$ cat src/rtl/barrel_pkg.sv
// Shared constants and helpers for the transmit-side barrel shifter and the
// receive-side barrel unshifter.
package barrel_pkg;

    localparam int DEF_N     = 16;
    localparam int DEF_WIDTH = 8;
    localparam int DEF_K     = 4;

    function automatic int clog2(input int value);
        int result;
        result = 0;
        while ((1 << result) < value) begin
            result++;
        end
        return result;
    endfunction

    // Bit offset of the least significant bit of element j.
    function automatic int elem_lo(input int j, input int width = DEF_WIDTH);
        return j * width;
    endfunction

endpackage

$ cat src/rtl/barrel_unshifter_stage.sv
// One pipeline stage of the inverse barrel rotator: right-rotates by
// 2^STAGE_NUM elements when sel bit STAGE_NUM is set, and holds when adv=0.
module barrel_unshifter_stage
    import barrel_pkg::*;
#(
    parameter int STAGE_NUM = 0,
    parameter int N         = DEF_N,
    parameter int WIDTH     = DEF_WIDTH,
    parameter int K         = DEF_K,
    parameter bit STORE_SEL = 1'b1
) (
    input  logic                 clk,
    input  logic                 rst_n,
    input  logic                 adv_i,
    input  logic                 valid_i,
    input  logic [N*WIDTH-1:0]   data_i,
    input  logic [K-1:0]         sel_i,
    output logic                 valid_o,
    output logic [N*WIDTH-1:0]   data_o,
    output logic [K-1:0]         sel_o
);

    localparam int SHIFT = 1 << STAGE_NUM;

    logic                 valid_q;
    logic [N*WIDTH-1:0]   data_q;
    logic [N*WIDTH-1:0]   rot;
    logic [N*WIDTH-1:0]   data_d;

    // Result element i takes upstream element (i + 2^STAGE_NUM) mod N.
    always_comb begin
        rot = '0;
        for (int i = 0; i < N; i++) begin
            rot[elem_lo(i, WIDTH) +: WIDTH] = data_i[elem_lo((i + SHIFT) % N, WIDTH) +: WIDTH];
        end
        data_d = sel_i[STAGE_NUM] ? rot : data_i;
    end

    always_ff @(posedge clk or negedge rst_n) begin
        if (!rst_n) begin
            valid_q <= 1'b0;
            data_q  <= '0;
        end else if (adv_i) begin
            valid_q <= valid_i;
            data_q  <= data_d;
        end
    end

    if (STORE_SEL) begin : g_sel
        logic [K-1:0] sel_q;

        always_ff @(posedge clk or negedge rst_n) begin
            if (!rst_n) begin
                sel_q <= '0;
            end else if (adv_i) begin
                sel_q <= sel_i;
            end
        end

        assign sel_o = sel_q;
    end else begin : g_no_sel
        logic sel_unused;
        assign sel_unused = ^sel_i;
        assign sel_o      = '0;
    end

    assign valid_o = valid_q;
    assign data_o  = data_q;

endmodule

$ cat src/rtl/barrel_unshifter.sv
// K-stage pipelined inverse barrel rotator with valid/ready flow control.
// Define BARREL_UNSHIFTER_SEL_ECHO_EN to add out_sel (sel that travelled with out_data).
module barrel_unshifter
    import barrel_pkg::*;
#(
    parameter int N     = DEF_N,
    parameter int WIDTH = DEF_WIDTH,
    parameter int K     = DEF_K
) (
    input  logic                 clk,
    input  logic                 rst_n,
    input  logic                 in_valid,
    output logic                 in_ready,
    input  logic [N*WIDTH-1:0]   in_data,
    input  logic [K-1:0]         sel,
    output logic                 out_valid,
    input  logic                 out_ready,
    output logic [N*WIDTH-1:0]   out_data
`ifdef BARREL_UNSHIFTER_SEL_ECHO_EN
    ,
    output logic [K-1:0]         out_sel
`endif
);

`ifdef BARREL_UNSHIFTER_SEL_ECHO_EN
    localparam bit LAST_STORES_SEL = 1'b1;
`else
    localparam bit LAST_STORES_SEL = 1'b0;
`endif

    // Handshake: a transfer happens on a rising edge where valid and ready are
    // both 1; a stage advances when it is empty or everything below it advances.
    logic [K-1:0]         adv;
    logic [K:0]           chain_valid;
    logic [N*WIDTH-1:0]   chain_data [K+1];
    logic [K-1:0]         chain_sel  [K+1];
    logic                 all_full;

    // adv[s] = out_ready | !(valid[s] & ... & valid[K-1]), unrolled without self-reference.
    always_comb begin
        adv      = '0;
        all_full = 1'b1;
        for (int s = K - 1; s >= 0; s--) begin
            all_full = all_full & chain_valid[s+1];
            adv[s]   = out_ready | ~all_full;
        end
    end

    assign chain_valid[0] = in_valid;
    assign chain_data[0]  = in_data;
    assign chain_sel[0]   = sel;

    for (genvar s = 0; s < K; s++) begin : g_stage
        barrel_unshifter_stage #(
            .STAGE_NUM (s),
            .N         (N),
            .WIDTH     (WIDTH),
            .K         (K),
            .STORE_SEL ((s < K - 1) ? 1'b1 : LAST_STORES_SEL)
        ) u_stage (
            .clk     (clk),
            .rst_n   (rst_n),
            .adv_i   (adv[s]),
            .valid_i (chain_valid[s]),
            .data_i  (chain_data[s]),
            .sel_i   (chain_sel[s]),
            .valid_o (chain_valid[s+1]),
            .data_o  (chain_data[s+1]),
            .sel_o   (chain_sel[s+1])
        );
    end

    assign in_ready  = adv[0];
    assign out_valid = chain_valid[K];
    assign out_data  = chain_data[K];

`ifdef BARREL_UNSHIFTER_SEL_ECHO_EN
    assign out_sel = chain_sel[K];
`else
    logic last_sel_unused;
    assign last_sel_unused = ^chain_sel[K];
`endif

endmodule
$ cat config.mk
export PLATFORM = sky130hd
export DESIGN_NAME = barrel_unshifter
export DESIGN_NICKNAME = d
export VERILOG_FILES = /design/src/rtl/barrel_pkg.sv /design/src/rtl/barrel_unshifter_stage.sv /design/src/rtl/barrel_unshifter.sv
export SDC_FILE = /design/constraint.sdc
export NUM_CORES = 1
export LEC_CHECK = 0
export ABC_AREA = 1
export CELL_PAD_IN_SITES_DETAIL_PLACEMENT = 0
export CELL_PAD_IN_SITES_GLOBAL_PLACEMENT = 1
export CORE_ASPECT_RATIO = 1.1
export CORE_UTILIZATION = 42
export DETAILED_ROUTE_END_ITERATION = 16
export PLACE_DENSITY_LB_ADDON = 0.1
export SLEW_MARGIN = 25
export SYNTH_ARGS = -nofsm -noshare
export SYNTH_HDL_FRONTEND = slang
export SYNTH_HIERARCHICAL = 1
export SYNTH_SLANG_ARGS = --single-unit
$ cat constraint.sdc
create_clock -name clk -period 1.7 [get_ports clk]
set_clock_uncertainty 0.05 [all_clocks]
set_input_delay 0.51 -clock clk [delete_from_list [all_inputs] [get_ports clk]]
set_output_delay 0.51 -clock clk [all_outputs]
set_load 0.02 [all_outputs]
# Word level (Yosys, flattened, before mapping)

Index checks and enable logic that the tools add are counted.
W data, S select, Z words.

Register bits: 528
Memory bits (writable): 0
Bits of input ports: 136
Output and inout bits: 130
Logic and storage cells: 26
Bits in latches: 0
Memories: 0
ROM bits: 0

Shifts and indexed selects: 0
Equality and inequality tests: 0
Add/sub/neg operators: 0
Bitwise operators: 11
Reduce and logical (&&, ||, !) cells: 0
Order comparisons: 0
Multiply operators: 0
Div/mod/pow operators: 0
Multiplexer cells: 4

Operators by type and width:

| cell          | number |
|---|---|
| $mux W128     | 4 |
| $not A1 Y1    | 4 |
| $or A1 B1 Y1  | 4 |
| $and A1 B1 Y1 | 3 |

# Depth between registers and ports, before layout

Depth after elaboration: 5
Depth in mapped cells: 9

# Hierarchy

The synthesis kept the hierarchy.

Modules (own cells, without submodules):

| module                                      | area an instance (um^2) | times used | cells each |
|---|---|---|---|
| barrel_unshifter_stage (g_stage[0].u_stage) | 6,832.8                 | 1          | 974 |
| barrel_unshifter_stage (g_stage[1].u_stage) | 6,799.0                 | 1          | 974 |
| barrel_unshifter_stage (g_stage[2].u_stage) | 6,796.5                 | 1          | 974 |
| barrel_unshifter_stage (g_stage[3].u_stage) | 6,693.9                 | 1          | 963 |
| barrel_unshifter                            | 35.0                    | 1          | 8 |

# Worst setup path before layout

Ideal clock, no wire load.

Kind: register -> register
Start point: register g_stage[3].u_stage.valid_q
End point: register g_stage[0].u_stage.data_q[120]
Setup slack: 12 ps
Data required time: 1,533 ps
Data arrival time: 1,521 ps
Cell stages (with the launch flop): 9
Path buffers: 3
Clock period less this slack: 1,688 ps
Library setup time: 117 ps
Cell sequence: dfrtp_1 -> nand2_1 -> nor2_2 -> nand3_1 -> buf_2 -> buf_4 -> buf_4 -> nand3_1 -> nand2_1

Word-level cells in the longest chain between the ends: 5

Ends and longest elaborated chain:

| item                       | RTL line                     | RTL |
|---|---|---|
| start, declared            | barrel_unshifter_stage.sv:25 | `logic valid_q;` |
| start signal, assigned     | barrel_unshifter_stage.sv:44 | `valid_q <= valid_i;` |
| $and A1 B1 Y1 (3 in a row) | barrel_unshifter.sv:44       | `all_full = all_full & chain_valid[s+1];` |
| $not A1 Y1                 | barrel_unshifter.sv:45       | `adv[s] = out_ready \| ~all_full;` |
| $or A1 B1 Y1               | barrel_unshifter.sv:45       |  |
| via in_ready               | barrel_unshifter.sv:13       | `output logic in_ready,` |
| end signal, assigned       | barrel_unshifter_stage.sv:45 | `data_q <= data_d;` |
| end, declared              | barrel_unshifter_stage.sv:26 | `logic [N*WIDTH-1:0] data_q;` |

The timed path passes the listed nets, and every way through them passes these cells.
A chain may end at the register's enable or synchronous reset.

# Worst setup path after layout

Start point: register g_stage[3].u_stage.valid_q
End point: output in_ready

Word-level cells in the longest chain between the ends: 5

Ends and longest elaborated chain:

| item                       | RTL line |
|---|---|
| $and A1 B1 Y1 (3 in a row) | barrel_unshifter.sv:44 |
| $not A1 Y1                 | barrel_unshifter.sv:45 |
| $or A1 B1 Y1               | barrel_unshifter.sv:45 |
| end, declared              | barrel_unshifter.sv:13 |

Every way passes these cells.

==> metrics.md <==
| Metric | Value |
|---|---|
| Status | `finished with violations` |
| Failing checks | `negative setup slack` |
| Vias post-DR | `24578` |
| Synthesized Nets | `4003` |
| Die Y | `267.5 um` |
| Area delta synth->final | `26.17%` |
| Reg2reg path depth | `5` |
| Chip Width | `243.4 um` |
| CP startpoint kind | `flop` |
| DR iter-0 viols | `2129` |
| Vias per cell | `4.838` |
| Reg2Reg Launch Point | `g_stage[1].u_stage/sel_o[2]` |
| Min Tclk post-route | `1.951 ns` |
| Number of global-route vias before repair | `23409` |
| Cell internal pwr | `30.81 mW` |
| Fmax | `0.5126 GHz` |
| CTS root buf | `clkbuf_16` |
| Core box area | `0.06282 mm^2` |
| Routed len/inst | `18.53 um` |
| Endpoints failing setup | `44` |
| Finished layout cell area | `0.03396 mm^2` |
| GR Overflow Total | `0` |
| I/O Pins | `266` |
| Count of final hold-check violations | `0` |
| Actual slew at the worst max-slew pin | `0.5551 ns` |
| Die area | `0.06510 mm^2` |
| Area of the mapped netlist | `0.02691 mm^2` |
| Clk_lat worst skew | `0.61 ns` |
| CTS tree | `yes` |
| H-tree Lvls | `2` |
| Utilization after layout | `0.5406` |
| Total track usage | `0.2897` |
| Fraction of layout cells with a size suffix above 1 | `0.1133` |
| Routed Antenna Nets | `0` |
| DP Area | `0.03097 mm^2` |
| Post-DP HPWL | `72.01 mm` |
| Power share of the clock group | `0.281` |
| CP arrival | `1.39 ns` |
| Fillers | `6401` |
| Max Slew Vio Count | `0` |
| Worst Hold Class | `in -> async` |
| Average size of a mapped cell | `6.960 um^2` |
| Worst reg2reg path endpoint | `g_stage[2].u_stage/data_o[111]` |
| Area of the multi-input gates | `0.01044 mm^2` |
| P_leak | `18.94 nW` |
| Site row count | `96` |
| CP required | `1.14 ns` |
| Power Density | `1404 mW/mm^2` |
| Crit path capture type | `output port` |
| Largest net degree at the start of global routing | `91` |
| Switching power | `16.86 mW` |
| N_diodes | `0` |
| Cells after Synth | `3867` |
| Switch share | `0.3537` |
| Register area | `0.01307 mm^2` |
| Max-cap violations | `0` |
| DRT Pass-1 Iters | `6` |
| Routability Congestion | `0.9931` |
| Cts bufs inserted | `55` |
| CTS clk-pin slew, worst paths | `0.06 ns` |
| I/O Buffers | `265` |
| # clock sinks | `522` |
| Final Cycle Share | `1.147` |
| Drt total wl | `94.16 mm` |
| Global-route wire length before repair | `142.3 mm` |
| Total power | `47.67 mW` |
| CTS Buffer Depth | `3` |
| Gate power share | `0.342` |
| Setup WS post-layout | `-0.2507 ns` |
| Sequential share of power | `0.377` |
| Slew HR | `0.6299` |
| R2r setup slk | `0.04 ns` |
| Drt drc | `0` |
| VDD IR max | `935.9 uV` |
| Initial Util | `0.4284` |
| WHS | `0.3201 ns` |
| Nets | `4338` |
| Antenna violations before repair | `0` |
| Maximum fanout along the worst path | `2` |
| Count of yosys warnings during synthesis | `6` |
| RSZ-0062 raised after global routing | `true` |
| Setup TNS | `-0.8898 ns` |
| WS Path Type | `reg -> out` |
## worst max-delay path by stage
stage,startpoint,to
floorplan,g_stage[3].u_stage/valid_o,g_stage[0].u_stage/data_o[120]
global placement,out_ready,in_ready
detailed placement,out_ready,in_ready
CTS,g_stage[2].u_stage/valid_o,in_ready
global route,g_stage[2].u_stage/valid_o,in_ready
finish,g_stage[3].u_stage/valid_o,in_ready
## flip-flops by register name (all words and copies together), names as in the netlist
signal,cells
g_stage.u_stage/data_o,512
g_stage.u_stage/sel_o,6
g_stage.u_stage/valid_o,4
## what timing repair did
action	in CTS	in global routing
setup endpoints to repair	130	131
hold buffers	1	0
setup buffers	66	37
resized for setup	784	2
endpoints found under the hold margin	136	0
pin swaps	2	1
## metrics by stage
step	setup WS, ns	cells
3_3_place_gp	-0.5950	4875
6_report	-0.2507	5080
2_1_floorplan	0.01161	3867
3_5_place_dp	-0.5883	4875
4_1_cts	-0.3140	5044
5_1_grt	-0.3245	5080
## per-layer routing
metal | up-vias | GRT usage | share of wire
met4 | 0 | 0.1491 | 0.054
met1 | 11505 | 0.3971 | 0.44
met3 | 177 | 0.02906 | 0.041
met5 | - | 0 | 0
li1 | 12205 | - | -
met2 | 691 | 0.4561 | 0.46
## power by group through the flow
stage,Clock (mW),Combinational (mW),Sequential (mW)
global route,14.1,17.8,18.3
CTS,13.7,15.8,17.9
global placement,0,14.4,17.9
finish,13.4,16.3,18.0
floorplan,0,6.51,18.7
detailed placement,0,14.5,17.9
## area by class of cell
type / count / share of cell area
timing repair buffer: 505 / 0.1591
inverter: 522 / 0.05800
tap: 833 / 0.03069
sequential: 522 / 0.3850
clock inverter: 20 / 0.01054
multi-input combinational: 2596 / 0.3075
clock buffer: 82 / 0.04919
## worst max-delay path, stage by stage, from the launching register on
cell and delay [ns]:
dfrtp_1 0.36, nand2_2 0.07, nor2_4 0.12, nand3_4 0.10, buf_6 0.14
## placed cells by master (no fill, tap or decap), drive strengths merged, types with 3 or more instances in the layout
cell type      instances
bufinv                10
nand3                514
clkinvlp               3
buf                  371
dfrtp                522
clkinv                11
clkdlybuf4s50        133
clkbuf                82
inv                  518
nand2               2081
No activity file was read; power rests on OpenSTA's default activity.
